===== src/rtl/define.v =====
// Shared maze geometry: screen size in pixels and the tile grid laid over it.
`ifndef DEFINE_V
`define DEFINE_V
`define WIDTH        640
`define HEIGHT       480
`define TILE_SIZE    20
`define TILE_COL_NUM 32
`define TILE_ROW_NUM 24
`endif


===== src/rtl/dot_collector_pkg.sv =====
// Shared types and geometry-derived widths for the dot collector and its tile indexer.
`include "define.v"

package dot_collector_pkg;

    localparam int unsigned WIDTH_PX   = `WIDTH;
    localparam int unsigned HEIGHT_PX  = `HEIGHT;
    localparam int unsigned TILE_SIZE  = `TILE_SIZE;
    localparam int unsigned TILE_COLS  = `TILE_COL_NUM;
    localparam int unsigned TILE_ROWS  = `TILE_ROW_NUM;
    localparam int unsigned MAP_BITS   = TILE_COLS * TILE_ROWS;
    localparam int unsigned X_W        = $clog2(`WIDTH);
    localparam int unsigned Y_W        = $clog2(`HEIGHT);
    localparam int unsigned IDX_W      = $clog2(MAP_BITS);
    localparam int unsigned CNT_W      = $clog2(MAP_BITS) + 1;

    typedef logic [MAP_BITS-1:0] map_t;

    // What the stage-2 lookup found in the addressed tile.
    typedef enum logic [1:0] {
        ITEM_NONE,
        ITEM_DOT,
        ITEM_PELLET
    } item_e;

    typedef struct packed {
        logic             valid;
        logic [IDX_W-1:0] idx;
    } lookup_t;

    function automatic logic [CNT_W-1:0] popcount(input map_t m);
        logic [CNT_W-1:0] n;
        n = '0;
        for (int i = 0; i < MAP_BITS; i++) begin
            n = n + CNT_W'(m[i]);
        end
        return n;
    endfunction

endpackage


===== src/rtl/dot_collector_if.sv =====
// Player-move / map-state bus between the game core and the dot collector.
// POWER_PELLET_EN adds the pellet map input and the frightened output.
interface dot_collector_if #(
    parameter int unsigned SCORE_W = 16
);
    import dot_collector_pkg::*;

    logic                 move_strobe;
    logic [X_W-1:0]       x;
    logic [Y_W-1:0]       y;
    logic                 level_restart;
    map_t                 init_dots;
    map_t                 tilemap_dots;
    logic [SCORE_W-1:0]   score;
    logic [CNT_W-1:0]     dots_remaining;
    logic                 dot_eaten;
    logic                 level_clear;
`ifdef POWER_PELLET_EN
    map_t                 init_pellets;
    logic                 frightened;

    modport master (
        output move_strobe, x, y, level_restart, init_dots, init_pellets,
        input  tilemap_dots, score, dots_remaining, dot_eaten, level_clear, frightened
    );
    modport slave (
        input  move_strobe, x, y, level_restart, init_dots, init_pellets,
        output tilemap_dots, score, dots_remaining, dot_eaten, level_clear, frightened
    );
`else
    modport master (
        output move_strobe, x, y, level_restart, init_dots,
        input  tilemap_dots, score, dots_remaining, dot_eaten, level_clear
    );
    modport slave (
        input  move_strobe, x, y, level_restart, init_dots,
        output tilemap_dots, score, dots_remaining, dot_eaten, level_clear
    );
`endif
endinterface


===== src/rtl/dot_collector_tile_indexer.sv =====
// tile_indexer: pixel coordinate -> tile map index plus out-of-bounds flag.
// Purely combinational so ghost logic can share it.
module tile_indexer
    import dot_collector_pkg::*;
(
    input  logic [X_W-1:0]   i_x,
    input  logic [Y_W-1:0]   i_y,
    output logic [IDX_W-1:0] o_tile_idx,
    output logic             o_oob
);

    logic [X_W-1:0] w_col;
    logic [Y_W-1:0] w_row;

    assign w_col = i_x / X_W'(TILE_SIZE);
    assign w_row = i_y / Y_W'(TILE_SIZE);

    // Index is only meaningful when o_oob is low.
    assign o_tile_idx = IDX_W'(w_row) * IDX_W'(TILE_COLS) + IDX_W'(w_col);
    assign o_oob      = (32'(i_x) >= WIDTH_PX) || (32'(i_y) >= HEIGHT_PX);

endmodule


===== src/rtl/dot_collector.sv =====
// Two-stage dot/pellet collector: stage 1 registers the tile index, stage 2 consumes the item.
// Optional feature macro: POWER_PELLET_EN (pellet map, pellet scoring, frightened window).
module dot_collector
    import dot_collector_pkg::*;
#(
    parameter int unsigned DOT_POINTS    = 10,
    parameter int unsigned PELLET_POINTS = 50,
    parameter int unsigned FRIGHT_CYCLES = 25_000_000,
    parameter int unsigned SCORE_W       = 16
) (
    input logic            clk,
    input logic            reset,
    dot_collector_if.slave bus
);

    logic [IDX_W-1:0]   w_tile_idx;
    logic               w_oob;
    map_t               w_init_items;
    logic [CNT_W-1:0]   w_init_count;
    item_e              w_item;
    logic [SCORE_W-1:0] w_points;
    logic [SCORE_W:0]   w_sum;
    logic [SCORE_W-1:0] w_score_next;

    lookup_t            r_lookup;
    map_t               r_dots;
    logic [SCORE_W-1:0] r_score;
    logic [CNT_W-1:0]   r_remaining;
    logic               r_dot_eaten;
    logic               r_level_clear;

`ifdef POWER_PELLET_EN
    localparam int unsigned FRIGHT_W = $clog2(FRIGHT_CYCLES + 1);
    map_t                r_pellets;
    logic [FRIGHT_W-1:0] r_fright;

    assign w_init_items = bus.init_dots | bus.init_pellets;
`else
    assign w_init_items = bus.init_dots;
`endif

    assign w_init_count = popcount(w_init_items);

    tile_indexer u_tile_indexer (
        .i_x        (bus.x),
        .i_y        (bus.y),
        .o_tile_idx (w_tile_idx),
        .o_oob      (w_oob)
    );

    // Stage 1: capture the tile index of an in-bounds move.
    always_ff @(posedge clk) begin
        if (reset || bus.level_restart) begin
            r_lookup <= '0;
        end else begin
            r_lookup.valid <= bus.move_strobe && !w_oob;
            r_lookup.idx   <= w_tile_idx;
        end
    end

    // Stage 2 lookup reads the registered map, so a clear from the previous
    // cycle is already visible to a repeated strobe on the same tile.
    always_comb begin
        // NOTE: every always_comb output gets a default first so no path can infer a latch.
        w_item = ITEM_NONE;
        if (r_lookup.valid) begin
`ifdef POWER_PELLET_EN
            if (r_pellets[r_lookup.idx]) w_item = ITEM_PELLET;
            else
`endif
            if (r_dots[r_lookup.idx]) w_item = ITEM_DOT;
        end
    end

    assign w_points     = (w_item == ITEM_PELLET) ? SCORE_W'(PELLET_POINTS) : SCORE_W'(DOT_POINTS);
    assign w_sum        = {1'b0, r_score} + {1'b0, w_points};
    assign w_score_next = w_sum[SCORE_W] ? '1 : w_sum[SCORE_W-1:0];

    // NOTE: the maps are flop arrays, not RAM, so reset can reload them in one cycle.
    always_ff @(posedge clk) begin
        if (reset || bus.level_restart) begin
            r_dots        <= bus.init_dots;
`ifdef POWER_PELLET_EN
            r_pellets     <= bus.init_pellets;
`endif
            r_remaining   <= w_init_count;
            r_level_clear <= (w_init_count == '0);
            r_dot_eaten   <= 1'b0;
            if (reset) r_score <= '0;
        end else begin
            r_dot_eaten <= (w_item != ITEM_NONE);
            if (w_item != ITEM_NONE) begin
                r_dots[r_lookup.idx]    <= 1'b0;
`ifdef POWER_PELLET_EN
                r_pellets[r_lookup.idx] <= 1'b0;
`endif
                r_score     <= w_score_next;
                r_remaining <= r_remaining - CNT_W'(1);
                if (r_remaining == CNT_W'(1)) r_level_clear <= 1'b1;
            end
        end
    end

`ifdef POWER_PELLET_EN
    // A new pellet always restarts the full window, even mid-window.
    always_ff @(posedge clk) begin
        if (reset || bus.level_restart) begin
            r_fright <= '0;
        end else if (w_item == ITEM_PELLET) begin
            r_fright <= FRIGHT_W'(FRIGHT_CYCLES);
        end else if (r_fright != '0) begin
            r_fright <= r_fright - FRIGHT_W'(1);
        end
    end

    assign bus.frightened = (r_fright != '0);
`endif

    assign bus.tilemap_dots   = r_dots;
    assign bus.score          = r_score;
    assign bus.dots_remaining = r_remaining;
    assign bus.dot_eaten      = r_dot_eaten;
    assign bus.level_clear    = r_level_clear;

endmodule


===== src/flat_wrapper.sv =====
// flat-port wrapper written by rule: the top's interface ports become plain ports
module dot_collector_flat import dot_collector_pkg::*;
#(
    parameter int unsigned DOT_POINTS    = 10,
    parameter int unsigned PELLET_POINTS = 50,
    parameter int unsigned FRIGHT_CYCLES = 25_000_000,
    parameter int unsigned SCORE_W       = 16
)
  (clk, reset, bus_move_strobe, bus_x, bus_y, bus_level_restart, bus_init_dots, bus_tilemap_dots, bus_score, bus_dots_remaining, bus_dot_eaten, bus_level_clear);
  dot_collector_if #(.SCORE_W(SCORE_W)) bus_i ();
  input logic clk;
  input logic reset;
  input wire logic [$bits(bus_i.move_strobe)-1:0] bus_move_strobe;
  input wire logic [$bits(bus_i.x)-1:0] bus_x;
  input wire logic [$bits(bus_i.y)-1:0] bus_y;
  input wire logic [$bits(bus_i.level_restart)-1:0] bus_level_restart;
  input wire logic [$bits(bus_i.init_dots)-1:0] bus_init_dots;
  output wire logic [$bits(bus_i.tilemap_dots)-1:0] bus_tilemap_dots;
  output wire logic [$bits(bus_i.score)-1:0] bus_score;
  output wire logic [$bits(bus_i.dots_remaining)-1:0] bus_dots_remaining;
  output wire logic [$bits(bus_i.dot_eaten)-1:0] bus_dot_eaten;
  output wire logic [$bits(bus_i.level_clear)-1:0] bus_level_clear;
  assign bus_i.move_strobe = bus_move_strobe;
  assign bus_i.x = bus_x;
  assign bus_i.y = bus_y;
  assign bus_i.level_restart = bus_level_restart;
  assign bus_i.init_dots = bus_init_dots;
  assign bus_tilemap_dots = bus_i.tilemap_dots;
  assign bus_score = bus_i.score;
  assign bus_dots_remaining = bus_i.dots_remaining;
  assign bus_dot_eaten = bus_i.dot_eaten;
  assign bus_level_clear = bus_i.level_clear;
  dot_collector #(.DOT_POINTS(DOT_POINTS), .PELLET_POINTS(PELLET_POINTS), .FRIGHT_CYCLES(FRIGHT_CYCLES), .SCORE_W(SCORE_W)) u_core (.clk(clk), .reset(reset), .bus(bus_i));
endmodule

===== config.mk =====
export PLATFORM = sky130hd
export DESIGN_NAME = dot_collector_flat
export DESIGN_NICKNAME = d
export VERILOG_FILES = /design/src/rtl/dot_collector_pkg.sv /design/src/rtl/dot_collector_if.sv /design/src/rtl/dot_collector_tile_indexer.sv /design/src/rtl/dot_collector.sv /design/src/flat_wrapper.sv
export VERILOG_INCLUDE_DIRS = /design/src /design/src/rtl
export SDC_FILE = /design/constraint.sdc
export NUM_CORES = 2
export LEC_CHECK = 0
export BUFFER_PORTS_ARGS = -buffer_cell sky130_fd_sc_hd__buf_2
export CORE_AREA = 2 2 627 629
export CTS_CLUSTER_SIZE = 28
export DETAILED_ROUTE_END_ITERATION = 10
export DIE_AREA = 0 0 629 631
export GPL_TIMING_DRIVEN = 0
export MAX_ROUTING_LAYER = met4
export SETUP_SLACK_MARGIN = 0.3
export SYNTH_ARGS = -nofsm -noshare
export SYNTH_HDL_FRONTEND = slang
export SYNTH_SLANG_ARGS = --single-unit

===== constraint.sdc =====
create_clock -name clk -period 43.2 [get_ports clk]
set_input_delay 2.16 -clock clk [delete_from_list [all_inputs] [get_ports clk]]
set_output_delay 2.16 -clock clk [all_outputs]
set_load 0.05 [all_outputs]

==> summary.txt <==
Synth
  – Number of distinct library cells after synthesis: 76
  – Number of enable flip-flop cells after synthesis: between 700 and 800
  – Syn nets: just under 8000
  – Number of synthesis warnings: 0
  – Share of Yosys cell area claimed by the top area cell type: 37.1%
  – Async set-reset flop share out of synthesis: 0%
  – Post-Syn Area per Cell: between 10 and 15 µm²
  – Cells after Synth: between 6000 and 7000
  – Top FF cell, synth: sky130_fd_sc_hd__edfxtp_1
  – Post-synthesis register bit count: 808
  – Top post-synthesis cells by area: sky130_fd_sc_hd__edfxtp_1, sky130_fd_sc_hd__fa_1, sky130_fd_sc_hd__o21ai_0, sky130_fd_sc_hd__inv_1, sky130_fd_sc_hd__o211ai_1
  – Part of the Yosys area used for sequential elements: 37.4%
  – Synth Cell Area: about 64000 µm²
  – Synth cell count leaders: sky130_fd_sc_hd__inv_1, sky130_fd_sc_hd__o21ai_0, sky130_fd_sc_hd__edfxtp_1
  – Post-synthesis cell type with the largest combined area: sky130_fd_sc_hd__edfxtp_1
  – Top-count cell post-synth: sky130_fd_sc_hd__inv_1

Run
  – Max capacitance violation total: 4

Worst setup path
  – CP Launch Type: input port
  – Endpoint class of the critical path: register
  – CP Buf/Inv Count: 9
  – Crit-path most repeated cell: sky130_fd_sc_hd__fa_1
  – WS Path Type: input port to register
  – Critical path data arrival time: between 10 and 15 ns
  – Required time at the worst-slack endpoint: about 44 ns
  – CP max-delay cell: sky130_fd_sc_hd__fa_1
  – Kind of cell adding the most delay to the critical path: adder cells
  – Stage delay of the slowest cell on the critical path: between 0.6 and 0.7 ns
  – Maximum fanout encountered on the critical timing path: 2

Global route
  – Via count of the first global-routing pass: 63149
  – GR Util All Layers: ~36%
  – First-pass GRT wire length: 861000 µm
  – Pin count of the biggest net entering global routing: 29
  – Antenna violations before repair: approximately 460
  – Leftover overflow at the end of global routing: 0

Die
  – Die boundary height: around 630 µm
  – Top-level port count: roughly 1600
  – Core Area: about 400000 µm²
  – Starting Density: around 16%
  – Full die area: about 400000 µm²
  – Horizontal extent of the die: around 630 µm
  – Number of core rows: 230

Cells and area
  – Area of the multi-input gates: approximately 34000 µm²
  – Cell area after layout: 86100 µm²
  – Fillers: approximately 43000
  – Area added between synthesis and finish: 33.6%
  – Share of post-route cells with drive strength above 1: a little over a quarter
  – Seq. cell area: 24100 µm²
  – Post-route insts no fill: 13608
  – Post-layout nets: roughly 9500

Timing
  – Clock skew after layout: ~0.08 ns
  – Max-slew violation count: 31
  – Tightest slew margin relative to the limit: -10.4%
  – Number of endpoints with negative hold slack in the final report: 0
  – Final total negative setup slack: 0 ns
  – Min Tclk post-route: 13.44 ns
  – Final critical-path share of the clock period: 31.1%
  – Highest achievable clock rate: 74.4 MHz
  – Actual transition at the worst max-transition pin: around 1.6 ns
  – Final setup violating endpoints: 0
  – Setup repair after global routing missed its margin: false

Drt
  – Number of search-and-repair iterations in the first detailed-routing pass: 7
  – Drc violations: 0
  – Vias per cell: roughly 5.1
  – Total vias in the final route: around 70000
  – Routed len/inst: 53.3 µm
  – Drt total wl: just over 700000 µm
  – Number of nets with antenna violations after routing: 0
  – Number of DRC violations after detailed-routing iteration 0: 11786

Clock tree
  – CTS tree: done
  – Number of buffers between clock root and the deepest sink: 3
  – Quantity of hold-fixing buffers added after cts: 0
  – TritonCTS Buffers: slightly above 100
  – Setup fix buffers added after clock tree synthesis: 0
  – Clock tree root driver cell: sky130_fd_sc_hd__clkbuf_16
  – Resized cells post-CTS: 0
  – Sinks on the clock net: 808
  – Source-to-sink clock delay at the later pin of the worst-skew pair: 0.84 ns
  – Clk pin slew, worst setup/hold paths: about 0.060 ns
  – H-tree depth reported by CTS: 3

Placed design
  – Placer congestion estimate: 1.04
  – Placed cell count: 13009
  – Count of input and output buffers: approximately 1600
  – Post-DP HPWL: 614000 µm
  – Area post-placement: 81800 µm²

Run status
  – Failing checks: capacitance limit, slew limit
  – Run status: complete, but fails checks

Worst hold path
  – Class of the tightest hold or removal check: register to register
==> registers in the layout, indices dropped and copies added (netlist names) <==
name,cells
u_core.bus.dot_eaten,1
u_core.bus.dots_remaining,11
u_core.bus.level_clear,1
u_core.bus.score,16
u_core.bus.tilemap_dots,768
u_core.r_lookup,11
==> stage by stage <==
stage	setup WS, ns	hold slack, ns	utilization, %
after floorplan	4.91	0.470	-
after global placement	-22.55	0.520	20.2
after detailed placement	29.28	0.602	20.9
after CTS	30.07	0.617	21.8
after global routing	29.79	0.664	22.0
final	29.76	0.620	22.0
==> placed cells by master, fill, tap and decap left out, types with 16 or more instances in the layout <==
cell type	instances
sky130_fd_sc_hd__buf_4	24
sky130_fd_sc_hd__nor2_1	42
sky130_fd_sc_hd__ha_1	99
sky130_fd_sc_hd__diode_2	410
sky130_fd_sc_hd__nand2_1	408
sky130_fd_sc_hd__nor4_1	20
sky130_fd_sc_hd__o22ai_1	130
sky130_fd_sc_hd__mux2i_1	286
sky130_fd_sc_hd__nand3_1	16
sky130_fd_sc_hd__mux4_2	53
sky130_fd_sc_hd__o21ai_0	1052
sky130_fd_sc_hd__buf_12	89
sky130_fd_sc_hd__clkbuf_2	87
sky130_fd_sc_hd__o21ai_1	68
sky130_fd_sc_hd__nor3_1	22
sky130_fd_sc_hd__a21oi_1	43
sky130_fd_sc_hd__o211ai_1	451
sky130_fd_sc_hd__xor2_1	20
sky130_fd_sc_hd__clkbuf_1	276
sky130_fd_sc_hd__inv_1	1201
sky130_fd_sc_hd__buf_2	1604
sky130_fd_sc_hd__edfxtp_1	796
sky130_fd_sc_hd__clkinv_1	27
sky130_fd_sc_hd__fa_1	750
sky130_fd_sc_hd__clkbuf_16	102
sky130_fd_sc_hd__buf_16	25
==> kinds of logic after synthesis <==
kind of cell	count (synthesis)	share of synthesized area, %
AO/OA/AOI/OAI	1820	16.5
XOR/XNOR	32	0.435
adder cells (fa/ha/maj)	852	25.3
buffers and inverters	1616	9.73
flip-flops	808	37.4
multiplexers	343	6.36
AND/OR/NAND/NOR	613	4.27
==> worst reg2reg max path, delay by kind of cell (launching register included) <==
family                 cells  cell delay (ns)
AO/OA/AOI/OAI              4             1.44
buffers and inverters     17             4.92
flip-flops                 1             0.33
multiplexers               1             0.76
AND/OR/NAND/NOR            3             1.86
==> final cells by class <==
cell class	count	area share (%)
flip-flops and latches	808	28.0
well taps	5220	7.58
inverters	1201	5.23
clock inverters	66	0.780
multi-input cells	3660	39.7
diodes	410	1.19
plain buffers	415	2.25
repair buffers	1705	12.2
clock buffers	123	3.05
==> path summary, 6_finish.rpt <==
check | from | endpoint | slack (ns) | depth (start not counted)
worst max register to register | u_core.r_lookup[0]$_SDFF_PN0_ | u_core.bus.tilemap_dots[436]$_DFFE_PP_ | 33.63 | 25
worst max-delay path | bus_init_dots[362] | u_core.bus.dots_remaining[9]$_DFFE_PP_ | 29.76 | 32
worst min-delay path | u_core.bus.score[0]$_SDFFCE_PN0P_ | u_core.bus.score[0]$_SDFFCE_PN0P_ | 0.62 | 2
worst min register to register | u_core.bus.score[0]$_SDFFCE_PN0P_ | u_core.bus.score[0]$_SDFFCE_PN0P_ | 0.62 | 2
==> per-layer routing <==
| layer | up-vias | GRT usage [%] | part of all wire, % |
|---|---|---|---|
| li1 | 25094 | - | - |
| met1 | 35055 | 38.1 | 34 |
| met2 | 7423 | 52.7 | 43 |
| met3 | 2302 | 15.9 | 13 |
| met4 | 0 | 30.1 | 10 |
| met5 | - | - | 0 |
Power is not shown: default switching activity piles up to over one toggle a cycle in this logic, so the estimate is an artifact.
